## src/rtl/baseline_pkg.sv

```systemverilog
// Shared types and helpers for the multi-channel baseline scheduler.
// The channel finder works on a fixed maximum width so one function serves every NCH.
package baseline_pkg;

    typedef enum logic [2:0] {
        ST_IDLE    = 3'd0,
        ST_SELECT  = 3'd1,
        ST_CLEAR   = 3'd2,
        ST_ACCUM   = 3'd3,
        ST_CAPTURE = 3'd4,
        ST_GAP     = 3'd5
    } sched_state_t;

    localparam int DEF_WIN_LOG2 = 21;
    localparam int DEF_PIPE_LAT = 3;

    localparam int MAX_NCH = 64;
    localparam int MAX_CW  = 6;
    localparam int PTR_W   = MAX_CW + 1;

    typedef struct packed {
        logic              found;
        logic [MAX_CW-1:0] idx;
    } pick_t;

    // Lowest set bit of mask at or above ptr; descending scan so the lowest hit wins.
    function automatic pick_t next_enabled(input logic [MAX_NCH-1:0] mask,
                                           input logic [PTR_W-1:0]   ptr);
        pick_t res;
        res.found = 1'b0;
        res.idx   = {MAX_CW{1'b0}};
        for (int i = MAX_NCH - 1; i >= 0; i--) begin
            if (mask[i] && (PTR_W'(i) >= ptr)) begin
                res.found = 1'b1;
                res.idx   = MAX_CW'(i);
            end
        end
        return res;
    endfunction

endpackage

```

## src/rtl/baseline_ch_pick.sv

```systemverilog
// Combinational priority finder: next enabled channel at or after the sweep pointer.
module baseline_ch_pick
    import baseline_pkg::*;
#(
    parameter int NCH = 8,
    parameter int CW  = $clog2(NCH)
) (
    input  logic [NCH-1:0] mask_i,
    input  logic [CW:0]    ptr_i,
    output logic           found_o,
    output logic [CW-1:0]  idx_o
);

    pick_t pick_s;

    assign pick_s  = next_enabled(MAX_NCH'(mask_i), PTR_W'(ptr_i));
    assign found_o = pick_s.found;
    assign idx_o   = CW'(pick_s.idx);

endmodule

```

## src/rtl/baseline_sched.sv

```systemverilog
// Round-robin sequencer sharing one block-average baseline engine across NCH channels.
// Each channel: select, clear engine, accumulate one window plus pipeline latency, capture.
module baseline_sched
    import baseline_pkg::*;
#(
    parameter int NCH        = 8,
    parameter int WIN_LOG2   = DEF_WIN_LOG2,
    parameter int PIPE_LAT   = DEF_PIPE_LAT,
    parameter int CLR_CYCLES = 2,
    parameter int CW         = $clog2(NCH)
) (
    input  logic               clk,
    input  logic               reset,
    input  logic               start,
    input  logic               stop,
    input  logic               continuous,
    input  logic [15:0]        gap_cycles,
    input  logic [NCH-1:0]     ch_mask,
    output logic [CW-1:0]      ch_sel,
    output logic               eng_clear,
    output logic               eng_enable,
    input  logic signed [15:0] eng_y,
    output logic               baseline_valid,
    output logic [CW-1:0]      baseline_ch,
    output logic signed [15:0] baseline_data,
    output logic               busy,
    output logic               sweep_done
);

    localparam int CNT_W = WIN_LOG2 + 2;
    localparam logic [CNT_W-1:0] ACC_LAST =
        CNT_W'((64'd1 << WIN_LOG2) + 64'(PIPE_LAT) - 64'd1);
    localparam logic [CNT_W-1:0] CLR_LAST = CNT_W'(CLR_CYCLES - 1);

    sched_state_t        state_q;
    logic [NCH-1:0]      mask_q;
    logic [CW:0]         ptr_q;
    logic [CNT_W-1:0]    cnt_q;
    logic [15:0]         gap_cnt_q;
    logic [CW-1:0]       ch_sel_q;
    logic                eng_clear_q;
    logic                eng_enable_q;
    logic                baseline_valid_q;
    logic [CW-1:0]       baseline_ch_q;
    logic signed [15:0]  baseline_data_q;
    logic                busy_q;
    logic                sweep_done_q;

    logic                pick_found_s;
    logic [CW-1:0]       pick_idx_s;

    baseline_ch_pick #(
        .NCH (NCH),
        .CW  (CW)
    ) u_pick (
        .mask_i  (mask_q),
        .ptr_i   (ptr_q),
        .found_o (pick_found_s),
        .idx_o   (pick_idx_s)
    );

    // Scheduler FSM; every output is a register updated alongside the state.
    always_ff @(posedge clk or negedge reset) begin
        if (!reset) begin
            state_q          <= ST_IDLE;
            mask_q           <= {NCH{1'b0}};
            ptr_q            <= {(CW+1){1'b0}};
            cnt_q            <= {CNT_W{1'b0}};
            gap_cnt_q        <= 16'd0;
            ch_sel_q         <= {CW{1'b0}};
            eng_clear_q      <= 1'b0;
            eng_enable_q     <= 1'b0;
            baseline_valid_q <= 1'b0;
            baseline_ch_q    <= {CW{1'b0}};
            baseline_data_q  <= 16'sd0;
            busy_q           <= 1'b0;
            sweep_done_q     <= 1'b0;
        end else begin
            baseline_valid_q <= 1'b0;
            sweep_done_q     <= 1'b0;
            if (stop && (state_q != ST_IDLE)) begin
                // Abort: one-cycle engine clear, and the interrupted window is never published.
                state_q      <= ST_IDLE;
                busy_q       <= 1'b0;
                eng_enable_q <= 1'b0;
                eng_clear_q  <= 1'b1;
            end else begin
                case (state_q)
                    ST_IDLE: begin
                        eng_clear_q  <= 1'b0;
                        eng_enable_q <= 1'b0;
                        if (start && !stop) begin
                            if (ch_mask == {NCH{1'b0}}) begin
                                sweep_done_q <= 1'b1;
                            end else begin
                                mask_q  <= ch_mask;
                                ptr_q   <= {(CW+1){1'b0}};
                                busy_q  <= 1'b1;
                                state_q <= ST_SELECT;
                            end
                        end
                    end
                    ST_SELECT: begin
                        if (pick_found_s) begin
                            ch_sel_q    <= pick_idx_s;
                            ptr_q       <= {1'b0, pick_idx_s} + {{CW{1'b0}}, 1'b1};
                            cnt_q       <= {CNT_W{1'b0}};
                            eng_clear_q <= 1'b1;
                            state_q     <= ST_CLEAR;
                        end else begin
                            sweep_done_q <= 1'b1;
                            if (continuous) begin
                                gap_cnt_q <= gap_cycles;
                                state_q   <= ST_GAP;
                            end else begin
                                busy_q  <= 1'b0;
                                state_q <= ST_IDLE;
                            end
                        end
                    end
                    ST_CLEAR: begin
                        if (cnt_q == CLR_LAST) begin
                            cnt_q        <= {CNT_W{1'b0}};
                            eng_clear_q  <= 1'b0;
                            eng_enable_q <= 1'b1;
                            state_q      <= ST_ACCUM;
                        end else begin
                            cnt_q <= cnt_q + {{(CNT_W-1){1'b0}}, 1'b1};
                        end
                    end
                    ST_ACCUM: begin
                        if (cnt_q == ACC_LAST) begin
                            eng_enable_q <= 1'b0;
                            state_q      <= ST_CAPTURE;
                        end else begin
                            cnt_q <= cnt_q + {{(CNT_W-1){1'b0}}, 1'b1};
                        end
                    end
                    ST_CAPTURE: begin
                        baseline_data_q  <= eng_y;
                        baseline_ch_q    <= ch_sel_q;
                        baseline_valid_q <= 1'b1;
                        state_q          <= ST_SELECT;
                    end
                    ST_GAP: begin
                        if (!continuous) begin
                            busy_q  <= 1'b0;
                            state_q <= ST_IDLE;
                        end else if (gap_cnt_q == 16'd0) begin
                            mask_q  <= ch_mask;
                            ptr_q   <= {(CW+1){1'b0}};
                            state_q <= ST_SELECT;
                        end else begin
                            gap_cnt_q <= gap_cnt_q - 16'd1;
                        end
                    end
                    default: begin
                        busy_q       <= 1'b0;
                        eng_clear_q  <= 1'b0;
                        eng_enable_q <= 1'b0;
                        state_q      <= ST_IDLE;
                    end
                endcase
            end
        end
    end

    assign ch_sel         = ch_sel_q;
    assign eng_clear      = eng_clear_q;
    assign eng_enable     = eng_enable_q;
    assign baseline_valid = baseline_valid_q;
    assign baseline_ch    = baseline_ch_q;
    assign baseline_data  = baseline_data_q;
    assign busy           = busy_q;
    assign sweep_done     = sweep_done_q;

endmodule

```

## config.mk

```make
export PLATFORM = sky130hd
export DESIGN_NAME = baseline_sched
export DESIGN_NICKNAME = d
export VERILOG_FILES = /design/src/rtl/baseline_pkg.sv /design/src/rtl/baseline_ch_pick.sv /design/src/rtl/baseline_sched.sv
export SDC_FILE = /design/constraint.sdc
export NUM_CORES = 1
export LEC_CHECK = 0
export ABC_AREA = 1
export CAP_MARGIN = 40
export CORE_MARGIN = 3
export CORE_UTILIZATION = 41
export DETAILED_ROUTE_END_ITERATION = 12
export PLACE_DENSITY = 0.7
export SYNTH_ARGS = -nofsm -noshare
export SYNTH_HDL_FRONTEND = slang
export SYNTH_SLANG_ARGS = --single-unit
```

## constraint.sdc

```tcl
create_clock -name clk -period 1.7 [get_ports clk]
set_input_delay 0.17 -clock clk [delete_from_list [all_inputs] [get_ports clk]]
set_output_delay 0.17 -clock clk [all_outputs]
set_load 0.03 [all_outputs]
```

=== Yosys cells after proc, flatten, opt, wreduce, memory -nomap -nowiden ===
Cells that the tools add are included.

* Mux-type cells: 59
* Order comparisons: 8
* Bitwise logic cells: 1
* Reductions and logical operators: 32
* $add $sub $neg: 3
* Eq/ne operators: 26

{| class="wikitable"
|+ Operator list
! cell !! count
|-
| two-way mux 23 bit || 3
|-
| one-hot mux 23 bit (3 select lines) || 1
|-
| two-way mux 16 bit || 4
|-
| two-way mux 7 bit || 8
|-
| two-way mux 8 bit || 4
|-
| one-hot mux 16 bit (2 select lines) || 1
|-
| two-way mux 3 bit || 9
|-
| adder 23 x 1 -> 23 bit (second input constant) || 1
|-
| equality test 23 x 1 -> 1 bit (second input constant) || 1
|-
| equality test 23 x 22 -> 1 bit (second input constant) || 1
|-
| two-way mux 4 bit || 5
|-
| one-hot mux 3 bit (6 select lines) || 1
|-
| two-way mux 1 bit || 17
|-
| >= comparator 3 x 4 -> 1 bit (first input constant) || 4
|-
| logical NOT 16 bit || 1
|-
| != test 2 bit (second input constant) || 8
|-
| one-hot mux 8 bit (2 select lines) || 1
|-
| subtractor 16 x 1 -> 16 bit (second input constant) || 1
|-
| != test 3 bit (second input constant) || 5
|-
| one-hot mux 4 bit (3 select lines) || 1
|-
| AND reduction 6 bit || 2
|-
| logical AND 1 bit || 10
|-
| AND reduction 3 bit || 3
|-
| nonzero test 3 bit || 3
|-
| other kinds (22) || 34
|}

* Bits in registers: 81
* Output and inout port bits: 27
* Word-level logic and storage cells: 142

=== Longest topological paths before layout ===
* Word-level depth: 13
* Depth in mapped cells: 14
* Gate-level depth less buffers: 14

=== Cells and area by module ===
A second synthesis with hierarchy kept.

* Cells, all modules: 742
* Area total of the unflattened synthesis: 5114.9 um^2

{| class="wikitable"
|+ By module, submodules not included
! module !! area an instance (um^2) !! cells an instance !! instances
|-
| baseline_sched || 4961.0 || 707 || 1
|-
| baseline_ch_pick || 153.9 || 35 || 1
|}

=== Worst setup path after synthesis ===
OpenSTA, ideal clock, no wires.

* Kind: register -> register
* From: reg cnt_q[0]
* To: reg cnt_q[15]
* Slack: 0.014 ns
* Required time: 1.576 ns
* Cell stages (with the launch flop): 10
* Data arrival time: 1.562 ns
* Library setup time: 0.124 ns
* Path buffers: 2
* Period minus slack after synthesis: 1.686 ns
* Cell sequence: dfrtp_1 clkbuf_1 inv_1 ha_1 nand2_1 nor2_1 nand3_1 o211ai_4 buf_4 o21ai_1

* Longest elaborated chain between the ends: 3

{| class="wikitable"
|+ RTL lines
! element !! RTL line !! source
|-
| start, declared || baseline_sched.sv:38 || <nowiki>logic [CNT_W-1:0] cnt_q;</nowiki>
|-
| start signal, assigned || baseline_sched.sv:68 || <nowiki>cnt_q <= {CNT_W{1'b0}};</nowiki>
|-
| start signal, assigned || baseline_sched.sv:107 || <nowiki>cnt_q <= {CNT_W{1'b0}};</nowiki>
|-
| start signal, assigned || baseline_sched.sv:123 || <nowiki>cnt_q <= {CNT_W{1'b0}};</nowiki>
|-
| adder 23 x 1 -> 23 bit, or another cell as far along || baseline_sched.sv:128, baseline_sched.sv:136 ||
|-
| two-way mux 23 bit, or another cell as far along || baseline_sched.sv:132 || <nowiki>if (cnt_q == ACC_LAST) begin</nowiki>
|-
| one-hot mux 23 bit (3 select lines) / AND reduction 4 bit (equally long branches) || n/a ||
|}

Parallel ways exist; a longest one is shown, timed or not. The select of a mux whose other input is x is not followed.
A chain may end at the register's enable or synchronous reset.

=== Final worst setup path ===
* From: reg cnt_q[0]
* To: reg cnt_q[20]

The elaborated chain is that of the path after synthesis.

==> results.cfg <==
[global_route]
grt_pass1_wl_mm = 22.4
grtUsageTotal_pct = 20.3
grt_use_met3_pct = 2.67
grt_max_degree = 35
first_global_vias = 5008
grt_overflow = 0
grt_use_met2_pct = 33.7
grt_use_met1_pct = 26.6
grt-busiest-layer = met2
antenna_found_initial = 0

[place]
place_congestion = 0.970
port_buffers = 71
placed_cell_area_um2 = 6390
hpwlAfterDp_mm = 10.1

[pwr]
powerDensity_nw_per_um2 = 1580
leakage_nw = 3.56
peakVddDrop_v = 0.000858

[outcome]
outcome = complete, but fails checks
violations = negative setup slack

[die]
fp-row-count = 39
start_util_pct = 43.1
die-area_um2 = 13700
core_area_um2 = 11800
io_pins = 72
die_h_um = 117
die_x_um = 117

[routing]
drtIter0Drc = 423
drc = 0
dr_total_vias = 5310
via_per_inst = 5.03
wl_mm = 14.7
routedWlPerCell_um = 13.9
ant_nets = 0
drt_first_pass_iters = 5

[sta]
clock-skew-final_ns = 0.00461
rsz0062_at_grt = true
slew_viol_final = 0
fin_ws_ns = -0.0237
setup_tns_ns = -0.0880
timing.fmax_ghz = 0.580
hold_viol = 0
worst_pin_slew_ns = 0.377
finalSetupViolations = 9
max-slew-margin-rel_pct = 74.8
min_period_over_period_pct = 101
fin_crit_ns = 1.72

[final_layout]
fin_nets = 937
fillers = 1041
area_delta_synth_final_pct = 43.1
fin_area_um2 = 7260
seq_area_um2 = 2040
diodes = 0
multiInputGateArea_um2 = 2960
layout-drive-gt1-share_pct = 23.6

[yosys]
synth.distinct_cells = 42
ys_ff_latch = 81
synth_top_area_share_pct = 40.0
synthFlopType = dfrtp_1
async_flop_share_pct = 100
syn-num-nets = 786
synth.avg_cell_area_um2 = 6.89
netlist_instances = 736
yosysMostFrequentCell = nand2_1
yosys_warnings = 0
synthTopCellsByArea = dfrtp_1 40%, nand2_1 22%, nor2_1 6.4%, nand3_1 5.3%, inv_1 4.2%
ys_seq_area_share_pct = 40.0
yosysTopAreaCell = dfrtp_1
synthTopCellsByCount = 293 x nand2_1, 86 x nor2_1, 81 x dfrtp_1, 57 x inv_1, 54 x nand3_1
synth_area_um2 = 5070
synth_edf_count = 0

[critical_path]
reg2reg_depth = 9
critPathKind = reg -> reg
worstSetupStartpointType = register
cp_max_fo = 9
crit_path_start = cnt_q[0]$_DFFE_PN0P_
r2r_slack_ns = -0.02
r2r_start = cnt_q[0]$_DFFE_PN0P_
worstPathArrival_ns = 1.99
rr_endpoint = cnt_q[20]$_DFFE_PN0P_
cp-end-kind = register
cp.required_ns = 1.96

[clock_tree]
clk_pin_slew_worst_paths_ns = 0.06
cts_tree = yes
clockBufferDepth = 2
cts_made_buffers = 9
root_buffer = clkbuf_16
insertion_delay_ns = 0.34
clkSinkCount = 81
htree_levels = 3

[hold_path]
min_path_type = in -> async

[flow_run]
maxCapViolCount = 0
area by class of cell:
type                            count  share of cell area (%)
Multi-Input combinational cell    571                    40.8
Inverter                           65                    3.43
Tap cell                          164                    2.83
Clock buffer                        9                    3.10
Timing Repair Buffer              159                    20.9
Sequential cell                    81                    28.1
Clock inverter                      6                   0.828
per-stage QoR:
step / power, W / setup WS, ns / hold slack (ns) / cells / util, %
finish: 0.0115 / -0.0237 / 0.295 / 1055 / 61.7
global route: 0.0123 / -0.107 / 0.325 / 1055 / 61.7
CTS: 0.0105 / 0.00607 / 0.301 / 1038 / 57.6
detailed placement: 0.00826 / -0.135 / 0.112 / 1018 / 54.4
global placement: 0.00810 / -0.0700 / 0.114 / 1018 / 54.4
floorplan: 0.00636 / 0.0140 / -0.126 / 736 / -
logic make-up after synthesis:
family,count (synthesis),synth area share (%)
AO/OA/AOI/OAI,83,10.2
XOR/XNOR,13,2.25
adder cells (fa/ha/maj),5,1.23
buffers and inverters,84,7.33
flip-flops,81,40.0
multiplexers,2,0.395
AND/OR/NAND/NOR,468,38.6
cell usage in the layout, fill, tap and decap left out, types with 2 or more instances in the layout:
| cell | instances |
|---|---|
| nor2_2 | 13 |
| o21ai_2 | 13 |
| inv_1 | 51 |
| inv_4 | 2 |
| nand3_2 | 6 |
| buf_6 | 6 |
| nand2_2 | 22 |
| o21bai_1 | 7 |
| nand4_1 | 7 |
| buf_12 | 4 |
| clkdlybuf4s50_1 | 70 |
| nor2_4 | 8 |
| xor2_1 | 10 |
| o21ai_1 | 20 |
| ha_4 | 3 |
| nor2_1 | 72 |
| o211ai_1 | 9 |
| dfrtp_1 | 73 |
| inv_2 | 11 |
| nand2_4 | 7 |
| o21ai_0 | 13 |
| a21oi_1 | 10 |
| clkinvlp_4 | 2 |
| or2_2 | 2 |
| nor3_1 | 4 |
| mux2i_1 | 2 |
| a21oi_2 | 2 |
| nand2_1 | 273 |
| clkbuf_16 | 12 |
| xnor2_1 | 3 |
| buf_4 | 74 |
| nand3_1 | 47 |
| dfrtp_2 | 8 |
| clkinv_2 | 3 |
| nand3_4 | 3 |
flip-flops by register name, summed over array words and instances, names as in the netlist, 3 cells and up:
register and flops:
cnt_q 23, baseline_data 16, gap_cnt_q 16, mask_q 8
ptr_q 4, baseline_ch 3, ch_sel 3, state_q 3
critical path: stages, from the launching register on:
cell,delay [ns]
dfrtp_2,0.42
inv_2,0.09
ha_4,0.13
nand2_2,0.05
nor2_2,0.10
nand3_2,0.15
o211ai_4,0.37
clkbuf_16,0.24
nand2_1,0.05
o21ai_1,0.07
how the worst max path moves through the flow:
stage                                        to  depth (start not counted)  slack, ns
after CTS                 mask_q[5]$_DFFE_PN0P_                         10      0.006
after floorplan           cnt_q[15]$_DFFE_PN0P_                          9       0.01
after global routing      cnt_q[14]$_DFFE_PN0P_                          9      -0.11
final                     cnt_q[20]$_DFFE_PN0P_                          9      -0.02
after detailed placement  mask_q[5]$_DFFE_PN0P_                         10      -0.13
after global placement    mask_q[0]$_DFFE_PN0P_                         10      -0.07
power by group:
| part | internal (W) | leakage [nW] | switching (W) |
|---|---|---|---|
| registers | 0.00255 | 1.06 | 0.000558 |
| logic | 0.00283 | 2.36 | 0.00363 |
| clock network | 0.00112 | 0.137 | 0.000764 |
| total | 0.00650 | 3.56 | 0.00496 |
per-layer routing:
| layer | vias to the layer above | routed length [um] | share of wire, % |
|---|---|---|---|
| li1 | 2639 | - | - |
| met1 | 2460 | 6130 | 42 |
| met2 | 185 | 7260 | 50 |
| met3 | 26 | 930 | 6.3 |
| met4 | 0 | 337 | 2.3 |
| met5 | - | 0 | 0 |
repair_timing:
item	4_1_cts	5_1_grt
setup endpoints to repair	51	58
gates cloned	1	6
pin swaps	3	24
resized for setup	12	88
hold buffers	1	0
buffers inserted	3	11
endpoints found under the hold margin	24	0
Power figures use the tool's default switching activity.
